===== src/rtl/button_debounce_if.sv =====
// button_debounce_if: pin-side and event-side signals of the button front end.
//   iButtonRaw      raw asynchronous button pins, 1 = pressed
//   oButtonLevel    debounced level per channel
//   oButtonPress    one-cycle pulse on debounced 0->1
//   oButtonRelease  one-cycle pulse on debounced 1->0
//   oButtonLong     one-cycle pulse once per press after the long-press time
//   oButtonRepeat   one-cycle auto-repeat pulses while held past long-press
// Modports: master = board/consumer side, slave = button_debounce.
interface button_debounce_if #(
   parameter int unsigned P_BUTTON_WIDTH = 5
);
   logic [P_BUTTON_WIDTH-1:0] iButtonRaw;
   logic [P_BUTTON_WIDTH-1:0] oButtonLevel;
   logic [P_BUTTON_WIDTH-1:0] oButtonPress;
   logic [P_BUTTON_WIDTH-1:0] oButtonRelease;
   logic [P_BUTTON_WIDTH-1:0] oButtonLong;
   logic [P_BUTTON_WIDTH-1:0] oButtonRepeat;

   modport master (
      output iButtonRaw,
      input  oButtonLevel, oButtonPress, oButtonRelease, oButtonLong, oButtonRepeat
   );

   modport slave (
      input  iButtonRaw,
      output oButtonLevel, oButtonPress, oButtonRelease, oButtonLong, oButtonRepeat
   );
endinterface


===== src/rtl/button_debounce.sv =====
// button_debounce: per-channel synchroniser, debouncer, press/release/long-press
// pulse generator with optional auto-repeat.
// Ports:
//   iClk  system clock
//   iRst  synchronous active-high reset, clears every flop
//   bus   button_debounce_if.slave (raw pins in, level and pulses out)
// Optional feature: define BUTTON_DEBOUNCE_AUTOREPEAT_EN to build the repeat
// counters; otherwise oButtonRepeat is tied to 0.
module button_debounce #(
   parameter int unsigned P_BUTTON_WIDTH    = 5,
   parameter int unsigned P_DEBOUNCE_CYCLES = 16,
   parameter int unsigned P_LONG_CYCLES     = 1000,
   parameter int unsigned P_REPEAT_CYCLES   = 250
) (
   input  logic             iClk,
   input  logic             iRst,
   button_debounce_if.slave bus
);
   localparam int unsigned W  = P_BUTTON_WIDTH;
   localparam int unsigned DW = $clog2(P_DEBOUNCE_CYCLES + 1);
   localparam int unsigned HW = $clog2(P_LONG_CYCLES + 1);

   typedef enum logic [1:0] {
      IDLE = 2'd0,
      HELD = 2'd1,
      LONG = 2'd2
   } state_t;

   // Reject degenerate parameterisations at elaboration.
   if (P_BUTTON_WIDTH < 1 || P_DEBOUNCE_CYCLES < 1 ||
       P_LONG_CYCLES < 1 || P_REPEAT_CYCLES < 1) begin : g_param_check
      $error("button_debounce: all parameters must be >= 1");
   end

   logic [W-1:0]  sync1, sync2, level;
   logic [W-1:0]  press_q, rel_q, long_q;
   logic [DW-1:0] db_cnt   [W];
   logic [HW-1:0] hold_cnt [W];
   state_t        state    [W];

   logic [W-1:0]  mismatch, flip, long_nxt;
   logic [DW-1:0] db_nxt    [W];
   logic [HW-1:0] hold_nxt  [W];
   state_t        state_nxt [W];

   // Debounce counting, hold counting and per-channel next state.
   always_comb begin
      mismatch = '0;
      flip     = '0;
      long_nxt = '0;
      for (int i = 0; i < int'(W); i++) begin
         db_nxt[i]    = '0;
         hold_nxt[i]  = '0;
         state_nxt[i] = state[i];

         mismatch[i] = sync2[i] ^ level[i];
         // Flip on the cycle the counter has seen D-1 prior mismatching cycles.
         flip[i] = mismatch[i] && (db_cnt[i] == DW'(P_DEBOUNCE_CYCLES - 1));
         if (mismatch[i] && !flip[i]) begin
            db_nxt[i] = db_cnt[i] + DW'(1);
         end

         if (level[i]) begin
            hold_nxt[i] = (hold_cnt[i] == HW'(P_LONG_CYCLES)) ? hold_cnt[i]
                                                              : hold_cnt[i] + HW'(1);
         end

         case (state[i])
            IDLE: begin
               if (flip[i]) state_nxt[i] = HELD;
            end
            HELD: begin
               if (flip[i]) begin
                  state_nxt[i] = IDLE;
               end else if (hold_cnt[i] == HW'(P_LONG_CYCLES - 1)) begin
                  // Only reachable once per press: LONG never returns to HELD.
                  state_nxt[i] = LONG;
                  long_nxt[i]  = 1'b1;
               end
            end
            LONG: begin
               if (flip[i]) state_nxt[i] = IDLE;
            end
            default: state_nxt[i] = IDLE;
         endcase
      end
   end

   // State and datapath registers.
   always_ff @(posedge iClk) begin
      if (iRst) begin
         sync1   <= '0;
         sync2   <= '0;
         level   <= '0;
         press_q <= '0;
         rel_q   <= '0;
         long_q  <= '0;
         for (int i = 0; i < int'(W); i++) begin
            db_cnt[i]   <= '0;
            hold_cnt[i] <= '0;
            state[i]    <= IDLE;
         end
      end else begin
         sync1   <= bus.iButtonRaw;
         sync2   <= sync1;
         level   <= level ^ flip;
         press_q <= flip & ~level;
         rel_q   <= flip & level;
         long_q  <= long_nxt;
         for (int i = 0; i < int'(W); i++) begin
            db_cnt[i]   <= db_nxt[i];
            hold_cnt[i] <= hold_nxt[i];
            state[i]    <= state_nxt[i];
         end
      end
   end

   assign bus.oButtonLevel   = level;
   assign bus.oButtonPress   = press_q;
   assign bus.oButtonRelease = rel_q;
   assign bus.oButtonLong    = long_q;

`ifdef BUTTON_DEBOUNCE_AUTOREPEAT_EN
   localparam int unsigned RW = $clog2(P_REPEAT_CYCLES + 1);

   logic [RW-1:0] rep_cnt [W];
   logic [RW-1:0] rep_nxt [W];
   logic [W-1:0]  rep_fire, rep_q;

   // Repeat period counter, running only in LONG; a release edge suppresses the pulse.
   always_comb begin
      rep_fire = '0;
      for (int i = 0; i < int'(W); i++) begin
         rep_nxt[i] = '0;
         if (state[i] == LONG && !flip[i]) begin
            if (rep_cnt[i] == RW'(P_REPEAT_CYCLES - 1)) begin
               rep_fire[i] = 1'b1;
            end else begin
               rep_nxt[i] = rep_cnt[i] + RW'(1);
            end
         end
      end
   end

   always_ff @(posedge iClk) begin
      if (iRst) begin
         rep_q <= '0;
         for (int i = 0; i < int'(W); i++) rep_cnt[i] <= '0;
      end else begin
         rep_q <= rep_fire;
         for (int i = 0; i < int'(W); i++) rep_cnt[i] <= rep_nxt[i];
      end
   end

   assign bus.oButtonRepeat = rep_q;
`else
   assign bus.oButtonRepeat = '0;
`endif
endmodule


===== src/flat_wrapper.sv =====
// flat-port wrapper written by rule: the top's interface ports become plain ports
module button_debounce_flat 
#(
   parameter int unsigned P_BUTTON_WIDTH    = 5,
   parameter int unsigned P_DEBOUNCE_CYCLES = 16,
   parameter int unsigned P_LONG_CYCLES     = 1000,
   parameter int unsigned P_REPEAT_CYCLES   = 250
)
  (iClk, iRst, bus_iButtonRaw, bus_oButtonLevel, bus_oButtonPress, bus_oButtonRelease, bus_oButtonLong, bus_oButtonRepeat);
  button_debounce_if #(.P_BUTTON_WIDTH(P_BUTTON_WIDTH)) bus_i ();
  input  logic iClk;
  input  logic iRst;
  input wire logic [$bits(bus_i.iButtonRaw)-1:0] bus_iButtonRaw;
  output wire logic [$bits(bus_i.oButtonLevel)-1:0] bus_oButtonLevel;
  output wire logic [$bits(bus_i.oButtonPress)-1:0] bus_oButtonPress;
  output wire logic [$bits(bus_i.oButtonRelease)-1:0] bus_oButtonRelease;
  output wire logic [$bits(bus_i.oButtonLong)-1:0] bus_oButtonLong;
  output wire logic [$bits(bus_i.oButtonRepeat)-1:0] bus_oButtonRepeat;
  assign bus_i.iButtonRaw = bus_iButtonRaw;
  assign bus_oButtonLevel = bus_i.oButtonLevel;
  assign bus_oButtonPress = bus_i.oButtonPress;
  assign bus_oButtonRelease = bus_i.oButtonRelease;
  assign bus_oButtonLong = bus_i.oButtonLong;
  assign bus_oButtonRepeat = bus_i.oButtonRepeat;
  button_debounce #(.P_BUTTON_WIDTH(P_BUTTON_WIDTH), .P_DEBOUNCE_CYCLES(P_DEBOUNCE_CYCLES), .P_LONG_CYCLES(P_LONG_CYCLES), .P_REPEAT_CYCLES(P_REPEAT_CYCLES)) u_core (.iClk(iClk), .iRst(iRst), .bus(bus_i));
endmodule

===== config.mk =====
export PLATFORM = sky130hd
export DESIGN_NAME = button_debounce_flat
export DESIGN_NICKNAME = d
export VERILOG_FILES = /design/src/rtl/button_debounce_if.sv /design/src/rtl/button_debounce.sv /design/src/flat_wrapper.sv
export SDC_FILE = /design/constraint.sdc
export NUM_CORES = 1
export LEC_CHECK = 0
export BUFFER_PORTS_ARGS = -buffer_cell sky130_fd_sc_hd__buf_4
export CAP_MARGIN = 20
export CORE_ASPECT_RATIO = 1.25
export CORE_UTILIZATION = 54
export DETAILED_ROUTE_END_ITERATION = 10
export PLACE_DENSITY = 0.84
export SYNTH_ARGS = -nofsm -noshare
export SYNTH_HDL_FRONTEND = slang
export SYNTH_SLANG_ARGS = --single-unit

===== constraint.sdc =====
create_clock -name iClk -period 1.8 [get_ports iClk]
set_input_delay 0.09 -clock iClk [delete_from_list [all_inputs] [get_ports iClk]]
set_output_delay 0.09 -clock iClk [all_outputs]
set_load 0.1 [all_outputs]

==> results.py <==
metrics = {
    "drt": {
        "avgRoutedWirePerCell_um": 13.6,
        "first_pass_iters": 7,
        "wl_um": 9740,
        "drt_iter0_drc": 186,
        "viasPerCell": 5.53,
        "num_vias": 3946,
        "ant_nets": 0,
        "drc": 0,
    },
    "timing": {
        "final-hold-violation-count": 0,
        "relSlewSlack_pct": 65.8,
        "worst_pin_slew_ps": 506,
        "fmax_ghz": 0.588,
        "setup_viol": 0,
        "slew_viol_final": 0,
        "finalCriticalPeriod_ps": 1700,
        "fin_tns_setup_ps": 0,
        "fin_crit_sh_pct": 94.5,
        "whs_ps": 436,
        "rsz0062_at_grt": "no",
        "skew_ps": 6.58,
    },
    "die": {
        "num_rows": 38,
        "die_area_um2": 9460,
        "core_um2": 8750,
        "dieHeight_um": 109,
        "start_util_pct": 56.0,
        "die_w_um": 87.2,
        "io_pins": 32,
    },
    "layout": {
        "regArea_um2": 2310,
        "multi_input_area_um2": 2430,
        "layout-drive-gt1-share_pct": 13.1,
        "final_cells": 714,
        "utilization_pct": 68.7,
        "syn2layout_area_growth_pct": 22.6,
        "antenna_cells": 0,
        "postLayoutCellArea_um2": 6010,
        "fin_nets": 608,
        "n_fill_cell": 644,
    },
    "pwr": {
        "vdd_drop_max_v": 0.000683,
        "p_per_area_nw_per_um2": 1040,
        "cellLeakagePower_nw": 2.07,
        "p_sw_share_pct": 18.9,
        "intPower_mw": 5.07,
        "power_frac_seq_pct": 41.1,
        "p_clk_share_pct": 56.9,
        "power_frac_comb_pct": 2.0,
        "p_sw_mw": 1.18,
    },
    "clock_network": {
        "cts_tree": "built",
        "cts-htree-levels": 4,
        "worstSkewPairLatency_ps": 510,
        "cts_buffer_depth": 2,
        "cts_buffers": 17,
        "cts_root_buf": "clkbuf_8",
        "clkSinkCount": 115,
        "clkTransAtPathRegs_ps": 50,
    },
    "grt": {
        "grt_pass1_vias": 3811,
        "grt_pass1_wl_um": 16200,
        "antenna_found_initial": 0,
        "grt_max_degree": 37,
        "grt.total_usage_pct": 22.0,
        "overflow": 0,
    },
    "placed_design": {
        "gp_congestion": 0.809,
        "port_buffers": 26,
        "place_inst": 669,
        "place_area_um2": 5210,
        "hpwlAfterDp_um": 5960,
    },
    "critical_path": {
        "start_kind": "flip-flop",
        "reg2reg_to": "u_core.state[0][4]$_SDFFE_PP0P_",
        "crit_required_ps": 2200,
        "worstRegToRegCells": 6,
        "crit_fanout": 3,
        "critPathMaxStageDelay_ps": 380,
        "cp-end-kind": "flip-flop",
        "crit_start": "u_core.db_cnt[0][10]$_SDFF_PP0_",
        "path_cells": "ha_4 -> and3_1 -> ha_2 -> inv_1 -> or3_4 -> a2111oi_2",
        "endpoint": "u_core.state[0][4]$_SDFFE_PP0P_",
        "critical-path-slowest-cell": "or3_4",
        "worstReg2RegStart": "u_core.db_cnt[0][10]$_SDFF_PP0_",
        "arrival_ps": 2100,
        "worst-setup-path-type": "reg -> reg",
        "rrSetupSlack_ps": 100,
    },
    "logic_synthesis": {
        "synth-edff-count": 0,
        "synth.top_cell.area_share_pct": 47.0,
        "yosysWarnings": 0,
        "syn-cell-area_um2": 4900,
        "synth_area_leaders": "dfxtp_1, ha_1, nor2_1",
        "syn_inst": 532,
        "ys.flop_type": "dfxtp_1",
        "ys_async_sr_fraction_pct": 0,
        "synth_seq_cells": 115,
        "synth.avg_cell_area_um2": 9.21,
        "seq_area_frac_synth_pct": 47.0,
        "yosysTopAreaCell": "dfxtp_1",
        "synth.distinct_cells": 42,
    },
    "outcome": {
        "outcome": "complete, no violations",
    },
    "hold_path": {
        "hold_path_class": "reg -> reg",
    },
    "flow_run": {
        "maxCapViolCount": 0,
    },
}
timing repair:
action,CTS,global route
endpoints found under the setup margin,1,2
endpoints found under the hold margin,12,0
pin swaps,1,1
buffers inserted,0,2
gates resized for setup,3,4
hold buffers,11,0
worst max-delay path: cells and delay by family (launching register included):
kind            cells  cell delay (ps)
simple gates        2              550
compound gates      1              300
flops               1              350
fa+ha+maj           2              320
buf+inv             1               70
area by class of cell:
type	count	share of cell area (%)
flip-flops and latches	115	38.4
repair buffers	44	5.96
clock buffers	24	8.33
clock inverters	8	2.42
well taps	120	2.50
multi-input cells	373	40.5
inverters	30	1.87
Yosys cell counts, drive strengths merged (2+ instances only):
cell type / n
o2bb2ai: 2
o31a: 5
nand3: 21
dfxtp: 115
or4: 9
xnor2: 13
o21ai: 14
nor4b: 5
nor3b: 4
nor3: 10
clkbuf: 9
nor2: 52
a21oi: 25
ha: 20
and3: 10
nor2b: 18
a31oi: 2
o211ai: 2
o22ai: 7
nand2b: 17
o31ai: 11
o21a: 8
o211a: 2
nor4: 11
nand2: 27
nand3b: 7
inv: 30
nand4: 10
xor2: 13
nand4b: 5
buf: 9
mux2i: 10
or3: 23
power groups by stage:
stage | clock network (mW) | registers, mW | logic (mW)
2_1_floorplan | 0 | 2.62 | 0.0952
3_3_place_gp | 0 | 2.62 | 0.103
3_5_place_dp | 0 | 2.62 | 0.105
4_1_cts | 3.60 | 2.57 | 0.124
5_1_grt | 3.73 | 2.57 | 0.137
6_report | 3.56 | 2.57 | 0.127
registers in the layout (all words and copies together), names as in the netlist, named ones only:
name and count:
u_core.hold_cnt 50, u_core.db_cnt 25, u_core.state 10, u_core.sync1 5, u_core.bus.oButtonLong 5, u_core.bus.oButtonPress 5, u_core.bus.oButtonRelease 5, u_core.sync2 5
per-stage QoR:
| step | worst slack [ps] | power [mW] |
|---|---|---|
| global placement | 114 | 2.73 |
| global route | 3.69 | 6.43 |
| finish | 99.7 | 6.26 |
| detailed placement | 17.1 | 2.73 |
| floorplan | 37.6 | 2.72 |
| CTS | 9.69 | 6.29 |
cells by family after synthesis:
kind of cell               count (synthesis)  synth area share (%)
buffers and inverters                     48                  4.16
AOI/OAI and AO/OA                         81                  10.7
and+or+nand+nor                          230                  26.1
DFF                                      115                  47.0
xor gates and xnor gates                  26                  4.65
adders and majority gates                 20                  5.11
other                                      1                0.0765
muxes                                     11                  2.27
how the worst min path moves through the flow:
stage                                    start                              end  slack, ps  cells past startpoint
4_1_cts        u_core.db_cnt[0][10]$_SDFF_PP0_  u_core.db_cnt[0][10]$_SDFF_PP0_        420                      1
3_5_place_dp                 bus_iButtonRaw[4]       u_core.sync1[4]$_SDFF_PP0_        310                      2
2_1_floorplan                bus_iButtonRaw[0]       u_core.sync1[0]$_SDFF_PP0_        220                      1
3_3_place_gp                 bus_iButtonRaw[4]       u_core.sync1[4]$_SDFF_PP0_        300                      2
5_1_grt         u_core.db_cnt[0][0]$_SDFF_PP0_   u_core.db_cnt[0][0]$_SDFF_PP0_        470                      1
6_report            u_core.sync1[4]$_SDFF_PP0_       u_core.sync2[4]$_SDFF_PP0_        440                      1
metal layers:
metal | track usage [%] | up-vias | routed length (um) | part of all wire [%]
met2 | 41.3 | 77 | 5320 | 55
met3 | 5.95 | 16 | 327 | 3.4
li1 | - | 1968 | - | -
met4 | 9.72 | 0 | 148 | 1.5
met5 | 0 | - | 0 | 0
met1 | 22.5 | 1885 | 3940 | 40
layout by cell type, fill, tap and decap left out, types with 13 or more instances in the layout:
cell       count
a21oi_1       25
buf_4         33
clkbuf_16     16
dfxtp_1      111
ha_1          18
inv_1         30
nand2_1       27
nand2b_1      17
nand3_1       20
nor2_1        52
nor2b_1       18
o21ai_0       14
or3_1         21
xnor2_1       13
xor2_1        13
No activity file was read; power rests on OpenSTA's default activity.
